$ cat config.mk
export PLATFORM = sky130hd
export DESIGN_NAME = rank_gen_param
export DESIGN_NICKNAME = d
export VERILOG_FILES = /design/src/rtl/rank_gen_param.sv
export SDC_FILE = /design/constraint.sdc
export NUM_CORES = 1
export LEC_CHECK = 0
export ABC_AREA = 1
export CAP_MARGIN = 20
export CORE_MARGIN = 4
export CORE_UTILIZATION = 30
export DETAILED_ROUTE_END_ITERATION = 10
export PLACE_DENSITY = 0.6
export SYNTH_ARGS = -nofsm -noshare
export SYNTH_HDL_FRONTEND = slang
export SYNTH_SLANG_ARGS = --single-unit
export TNS_END_PERCENT = 30
$ cat constraint.sdc
create_clock -name clk -period 3 [get_ports clk]
set_input_delay 0.75 -clock clk [delete_from_list [all_inputs] [get_ports clk]]
set_output_delay 0.75 -clock clk [all_outputs]
set_load 0.05 [all_outputs]
$ cat src/rtl/rank_gen_param.sv
// rtl/rank_gen_param.sv - sequential stable ranking engine for N unsigned channel counts
module rank_gen_param #(
    parameter int N  = 6,
    parameter int W  = 8,
    parameter int RW = 3
) (
    input  logic            clk,
    input  logic            reset,
    input  logic            start,
    input  logic            desc,
    input  logic [N*W-1:0]  cnt_flat,
    output logic            busy,
    output logic            done,
    output logic            rank_valid,
    output logic [N*RW-1:0] rank_flat
);

    typedef enum logic [1:0] {
        S_IDLE = 2'd0,
        S_RUN  = 2'd1,
        S_DONE = 2'd2
    } state_t;

    state_t state;
    state_t state_nxt;

    logic [W-1:0]  snap [N];
    logic [RW-1:0] rank [N];
    logic [RW-1:0] ptr;
    logic          mode;
    logic          accept;
    logic          last;
    logic [W-1:0]  sel;
    logic [N-1:0]  bump;

    // State register; reset aborts any run in progress.
    always_ff @(posedge clk) begin
        if (!reset) begin
            state <= S_IDLE;
        end else begin
            state <= state_nxt;
        end
    end

    // Next-state, handshake outputs and start acceptance (start only matters in IDLE/DONE).
    always_comb begin
        state_nxt = state;
        busy      = 1'b0;
        done      = 1'b0;
        accept    = 1'b0;
        case (state)
            S_IDLE: begin
                if (start) begin
                    accept    = 1'b1;
                    state_nxt = S_RUN;
                end
            end
            S_RUN: begin
                busy = 1'b1;
                if (last) begin
                    state_nxt = S_DONE;
                end
            end
            S_DONE: begin
                done = 1'b1;
                if (start) begin
                    accept    = 1'b1;
                    state_nxt = S_RUN;
                end else begin
                    state_nxt = S_IDLE;
                end
            end
            default: begin
                state_nxt = S_IDLE;
            end
        endcase
    end

    // Final RUN cycle is the one that visits the last channel.
    always_comb begin
        last = (ptr == RW'(N - 1));
    end

    // Select the snapshot of the channel currently being compared against.
    always_comb begin
        sel = '0;
        for (int i = 0; i < N; i++) begin
            if (ptr == RW'(i)) begin
                sel = snap[i];
            end
        end
    end

    // Per-channel increment: selected channel is strictly better, or equal with lower index.
    always_comb begin
        bump = '0;
        for (int i = 0; i < N; i++) begin
            if (mode) begin
                bump[i] = (snap[i] < sel) || ((snap[i] == sel) && (ptr < RW'(i)));
            end else begin
                bump[i] = (snap[i] > sel) || ((snap[i] == sel) && (ptr < RW'(i)));
            end
        end
    end

    // Snapshot on acceptance, accumulate ranks during RUN, flag results on entry to DONE.
    always_ff @(posedge clk) begin
        if (!reset) begin
            ptr        <= '0;
            mode       <= 1'b0;
            rank_valid <= 1'b0;
            for (int i = 0; i < N; i++) begin
                snap[i] <= '0;
                rank[i] <= '0;
            end
        end else if (accept) begin
            ptr        <= '0;
            mode       <= desc;
            rank_valid <= 1'b0;
            for (int i = 0; i < N; i++) begin
                snap[i] <= cnt_flat[i*W +: W];
                rank[i] <= '0;
            end
        end else if (state == S_RUN) begin
            ptr <= ptr + RW'(1);
            for (int i = 0; i < N; i++) begin
                if (bump[i]) begin
                    rank[i] <= rank[i] + RW'(1);
                end
            end
            if (last) begin
                rank_valid <= 1'b1;
            end
        end
    end

    // Flatten registered ranks onto the output bus.
    genvar g;
    generate
        for (g = 0; g < N; g++) begin : g_flat
            assign rank_flat[g*RW +: RW] = rank[g];
        end
    endgenerate

endmodule

==> results.cfg, run 1 <==
[outcome]
status = complete, no violations

[critical_path]
path_class = flop to flop
critPathSlowestCell = dfxtp_4
path_cells = buf_4 > ha_4 > nand2_4 > buf_6 > or2_1 > nand3_2 > nand2_2 > nand2_1 > nand2_1 > o21ai_1 > buf_6 > ha_4 > nand2_2 > inv_1 > nand2_1 > nand2_1 > nand2_2 > nand2_1 > nand2_1 > nand3_2 > nand2_2 > buf_4 > nor2_1
slowest_delay_ns = 0.38
arrival_ns = 3.04
cp_common_cell = nand2_1
cp-end-kind = flop
start_kind = flop
path_delay_family = simple AND/OR/NAND/NOR gates
crit_fanout = 8
crit_buf_inv = 5
worstPathRequired_ns = 3.11

[grt]
antenna_found_initial = 0
grt_overflow = 0
grt_pass1_wl_um = 18700
grt_usage_pct = 13.1
grt_max_degree = 51
grt_pass1_vias = 3904

[final_layout]
drive_above_1_share_pct = 28.2
fillers = 1498
num_antenna_cells = 0
syn_to_final_growth_pct = 50.1
fin_util_pct = 46.6
final_nets = 800

[floorplanning]
core_um2 = 15400
pin_count = 73
dieArea_um2 = 18100
fp.dieW_um = 134
num_rows = 45
fp.dieH_um = 134
initial_core_util_pct = 31.1

[clock_tree]
htree_levels = 3
clk_latency_ns = 0.35
cts_hold_buf = 0
clock_path_buffers = 2
clock_sinks = 73
cts_tree = yes
numCtsBuffers = 9
clkTransAtPathRegs_ns = 0.06
cts-root-buf = clkbuf_16

[synthesis]
synthArstFlopShare_pct = 0
synthAdderAreaFrac_pct = 15.4
synth_compound_area_share_pct = 5.30
synth_xor_area_share_pct = 1.10
ys_seq_area_share_pct = 44.3
synth_top_area_share_pct = 41.4
synthTopCellsByArea = edfxtp_1, ha_1, nand2_1
synth_nets = 689
syn_area_um2 = 4790
synth_most_common_cell = nand2_1
yosysTopAreaCell = edfxtp_1
synth_seq_cells = 73
yosys-top-cells-count = nand2_1, inv_1, nor2_1
muxShareOfSynthArea_pct = 0
synth_top_family_by_area = simple AND/OR/NAND/NOR gates
synth.distinct_cells = 27
synth-simple-area-share_pct = 24.5
synth_flop_cell = edfxtp_1
synth_cells = 578
synth_edf_count = 66
syn_avg_cell_area_um2 = 8.29
yosysWarningCount = 0

[route]
drt-total-wl_um = 12500
vias_per_cell = 4.55
drt_iter0_drc = 201
ant_nets = 0
wl_per_cell_um = 13.8
vias = 4118
drcViolationCount = 0
first_pass_iters = 4

[timing]
finalCriticalPeriod_ns = 2.93
finalCritPeriodShare_pct = 97.6
slew_headroom_pct = 59.5
tightest_slew_ns = 0.607
timing.fmax_ghz = 0.341
rsz0062_at_grt = yes
hold_violations = 0
finalSetupViolations = 0
timing.final.ws_setup_ns = 0.0705
slew_viol_final = 0
final.setup_skew_ns = 0.00805

[placement]
dp_hpwl_um = 8860
pre_cts_slack_ns = -0.196
io_buffers = 72
gp_congestion = 0.856

[pwr]
total_power_mw = 4.13
p_leak_nw = 3.18
p_per_area_nw_per_um2 = 575
worst_ir_drop_vdd_mv = 0.330

[run]
maxCapViolCount = 0

[worst_hold_path]
hold_path.class = flop to flop
## cells by family after synthesis
family                     Yosys count
xor gates and xnor gates             6
buffers and inverters              115
adders and majority gates           59
AOI/OAI and AO/OA                   45
DFF                                 73
and+or+nand+nor                    280
## worst min-delay path, stage by stage, from the launching register on
cell,delay [ns]
dfxtp_1,0.35
a21oi_1,0.05
nor2_1,0.09
## area by class of cell
type / instances / area (um^2) / area share [%]
repair buffers: 112 / 1070 / 14.8
flip-flops and latches: 73 / 2130 / 29.6
clock inverters: 7 / 85.1 / 1.18
well taps: 211 / 264 / 3.67
clock buffers: 9 / 225 / 3.13
multi-input cells: 390 / 3020 / 42.1
inverters: 103 / 395 / 5.50
## state kept, by name, summed over array words and instances (netlist names)
| name | cells |
|---|---|
| state | 2 |
| ptr | 3 |
| rank | 18 |
| snap | 48 |
| mode | 1 |
| rank_valid | 1 |
## per-layer routing
layer / global-route usage, % / vias up / part of all wire (%)
li1: - / 2083 / -
met1: 16.4 / 1907 / 44
met2: 22.0 / 104 / 49
met3: 4.28 / 24 / 5.3
met4: 2.88 / 0 / 1.9
met5: 0 / - / 0
## power by group
group	switching (mW)	internal, mW	leakage, nW
registers	0.0974	1.23	0.774
logic	0.949	0.732	2.26
clock network	0.413	0.718	0.150
total	1.46	2.68	3.18
## timing repair
action / in CTS / in global routing
pin swaps: 0 / 46
endpoints found under the setup margin: 36 / 36
resized for setup: 9 / 144
buffers inserted: 0 / 7
## through the flow
step,setup TNS [ns],hold WS [ns],std cells,cell area [um^2]
finish,0,0.525,905,7190
global route,-2.23,0.572,905,7190
CTS,-0.0168,0.522,898,6310
detailed placement,-4.46,0.500,882,5970
global placement,-2.63,0.499,882,5970
floorplan,0,0.540,578,4790
## cells in the final DEF, fill, tap and decap left out, types with 10 or more instances in the layout
cell,instances
a21oi_1,15
edfxtp_1,66
nand2_1,90
ha_4,37
ha_1,22
nand3_1,33
nor2_1,76
inv_1,89
inv_2,11
buf_4,30
nor2_4,10
clkdlybuf4s50_1,72
nand3_2,20
nand2_2,28
## path summary, 6_finish.rpt
path         cells after the start        from  slack, ns    endpoint
max                             23      ptr[1]       0.07  rank[0][8]
min                              2  rank_valid       0.52  rank_valid
max reg2reg                     23      ptr[1]       0.07  rank[0][8]
min reg2reg                      2  rank_valid       0.52  rank_valid
(Power assumes the default switching activity.)
==> run 2: changes to the inputs <==
--- a/config.mk
+++ b/config.mk
@@ -9,8 +9,8 @@
 export CAP_MARGIN = 20
 export CORE_MARGIN = 4
 export CORE_UTILIZATION = 30
+export CTS_CLUSTER_DIAMETER = 150
 export DETAILED_ROUTE_END_ITERATION = 10
-export PLACE_DENSITY = 0.6
 export SYNTH_ARGS = -nofsm -noshare
 export SYNTH_HDL_FRONTEND = slang
 export SYNTH_SLANG_ARGS = --single-unit
==> results of run 2 <==
Final layout, timing and power as in run 1 (identical DEF).
==> run 3: changes to the inputs <==
--- a/config.mk
+++ b/config.mk
@@ -11,6 +11,7 @@
 export CORE_UTILIZATION = 30
 export CTS_CLUSTER_DIAMETER = 150
 export DETAILED_ROUTE_END_ITERATION = 10
+export PLACE_DENSITY = 0.59
 export SYNTH_ARGS = -nofsm -noshare
 export SYNTH_HDL_FRONTEND = slang
 export SYNTH_SLANG_ARGS = --single-unit
==> constraint.sdc (replaced) <==
create_clock -name clk -period 2.6 [get_ports clk]
set_input_delay 0.65 -clock clk [delete_from_list [all_inputs] [get_ports clk]]
set_output_delay 0.65 -clock clk [all_outputs]
set_load 0.05 [all_outputs]
==> run 3 against run 2 <==
The run now ends with negative setup slack left. Clock power is 6% higher. Flip-flop and latch count stayed put. Cell count rose by 0.11%. Clock-buffer cell count grew 5. Die area stayed put. Design area down 0.77%. Register-to-register slack worse by 0.24 ns. Critical path depth down 2. Worst setup slack lost 0.24 ns. Critical path type unchanged.
==> results.cfg, run 3 (same netlist as run 1, synthesis figures left out) <==
[timing]
slew_headroom_pct = 64.5
timing.fmax_ghz = 0.361
finalCritPeriodShare_pct = 107
tightest_slew_ns = 0.532
final.setup_skew_ns = 0.00614
hold_violations = 0
finalSetupViolations = 36
timing.final.ws_setup_ns = -0.170
hold_slack_ns = 0.485
tns_ns = -4.68
rsz0062_at_grt = yes
slew_viol_final = 0
finalCriticalPeriod_ns = 2.77

[placement]
gp_congestion = 0.856
pre_cts_slack_ns = -0.375
dpl_cell_area_um2 = 5980
dp_hpwl_um = 9440
io_buffers = 72
place_inst = 881

[outcome]
violations = negative setup slack
status = complete, but fails checks

[critical_path]
start_kind = flop
arrival_ns = 2.86
critPathSlowestCell = dfxtp_4
r2r_end = rank[0][14]
worstPathRequired_ns = 2.69
cp-end-kind = flop
crit_fanout = 8
path_class = flop to flop
path_cells = inv_6 > ha_4 > inv_2 > nor2_2 > buf_6 > nand3_2 > nand3_2 > nand3_2 > nand2_1 > nand2_1 > nand2_2 > o21ai_4 > ha_4 > nand2_1 > a21oi_1 > nor2_2 > nand3_1 > nand3_2 > nand2_2 > buf_4 > nor2_1
rr_worst_depth = 21
slowest_delay_ns = 0.38
cp_common_cell = nand3_2
r2r_start = ptr[1]
r2r_slack_ns = -0.17

[clock_tree]
numCtsBuffers = 9
cts_tree = yes
clock_path_buffers = 2
cts-root-buf = clkbuf_16
clk_latency_ns = 0.34
clkTransAtPathRegs_ns = 0.05
clock_sinks = 73
htree_levels = 3

[grt]
grt_pass1_wl_um = 20000
grt_max_degree = 50
grt_pass1_vias = 4141
grt_usage_pct = 14.1
antenna_found_initial = 0
grt_overflow = 0

[pwr]
worst_ir_drop_vdd_mv = 0.348
p_leak_nw = 3.17
total_power_mw = 4.60
p_per_area_nw_per_um2 = 645

[route]
drt-total-wl_um = 12300
first_pass_iters = 4
ant_nets = 0
drt_iter0_drc = 173
drcViolationCount = 0
wl_per_cell_um = 13.6
vias_per_cell = 4.48
vias = 4062

[floorplanning]
fp.dieW_um = 134
fp.dieH_um = 134
pin_count = 73
initial_core_util_pct = 31.1
core_um2 = 15400
dieArea_um2 = 18100
num_rows = 45

[final_layout]
largest_register_ffs = 48
final_area_um2 = 7140
num_antenna_cells = 0
top_regs = snap: 48 flops, rank: 18 flops, ptr: 3 flops
layout_commonest_cell = inv_1
fin_util_pct = 46.3
layout.cells.non_filler = 906
drive_above_1_share_pct = 29.2
final_nets = 801
syn_to_final_growth_pct = 48.9
final_cell_mix = inv_1, nand2_1, clkdlybuf4s50_1
top_register = snap

[worst_hold_path]
worstHoldEndpoint = rank_valid
worst_hold_startpoint = rank_valid
holdPathStages = 2
hold_path.class = flop to flop

[run]
maxCapViolCount = 0
run 3: critical path, delay by kind of cell (launching register included):
family          cells  cell delay [ns]
fa+ha+maj           2             0.44
compound gates      2             0.33
flops               1             0.38
buf+inv             4             0.37
simple gates       13             1.01
run 3: per-layer routing:
layer	GRT usage, %	share of wire (%)	up-vias
met5	0	0	-
met4	5.20	1.8	0
met3	3.56	5.4	15
met2	24.4	50	89
met1	16.9	43	1873
li1	-	-	2085
run 3: what timing repair did:
item | 4_1_cts | 5_1_grt
setup buffers | 2 | 7
gates resized for setup | 88 | 64
pin swaps | 25 | 36
hold buffers | 0 | 0
setup endpoints to repair | 36 | 36
run 3: worst max-delay path by stage:
stage / start / end / slack [ns] / cells past startpoint
global route: ptr[1] / rank[0][14] / -0.34 / 21
global placement: ptr[0] / rank[0][2] / -0.35 / 18
floorplan: ptr[2] / rank[0][15] / 0.004 / 17
CTS: ptr[1] / rank[0][17] / -0.17 / 25
detailed placement: ptr[0] / rank[0][1] / -0.37 / 18
finish: ptr[1] / rank[0][14] / -0.17 / 21
run 3: cell type report:
| class | count | area (um^2) |
|---|---|---|
| Sequential cell | 73 | 2130 |
| Clock buffer | 14 | 285 |
| Tap cell | 211 | 264 |
| Clock inverter | 2 | 10.0 |
| Multi-Input combinational cell | 390 | 2970 |
| Inverter | 103 | 399 |
| Fill cell | 1484 | 8290 |
| Timing Repair Buffer | 113 | 1070 |
run 3: power by group:
group	total [mW]	switching [mW]	internal (mW)
Clock	1.20	0.447	0.752
Combinational	1.87	1.06	0.808
Sequential	1.53	0.117	1.42
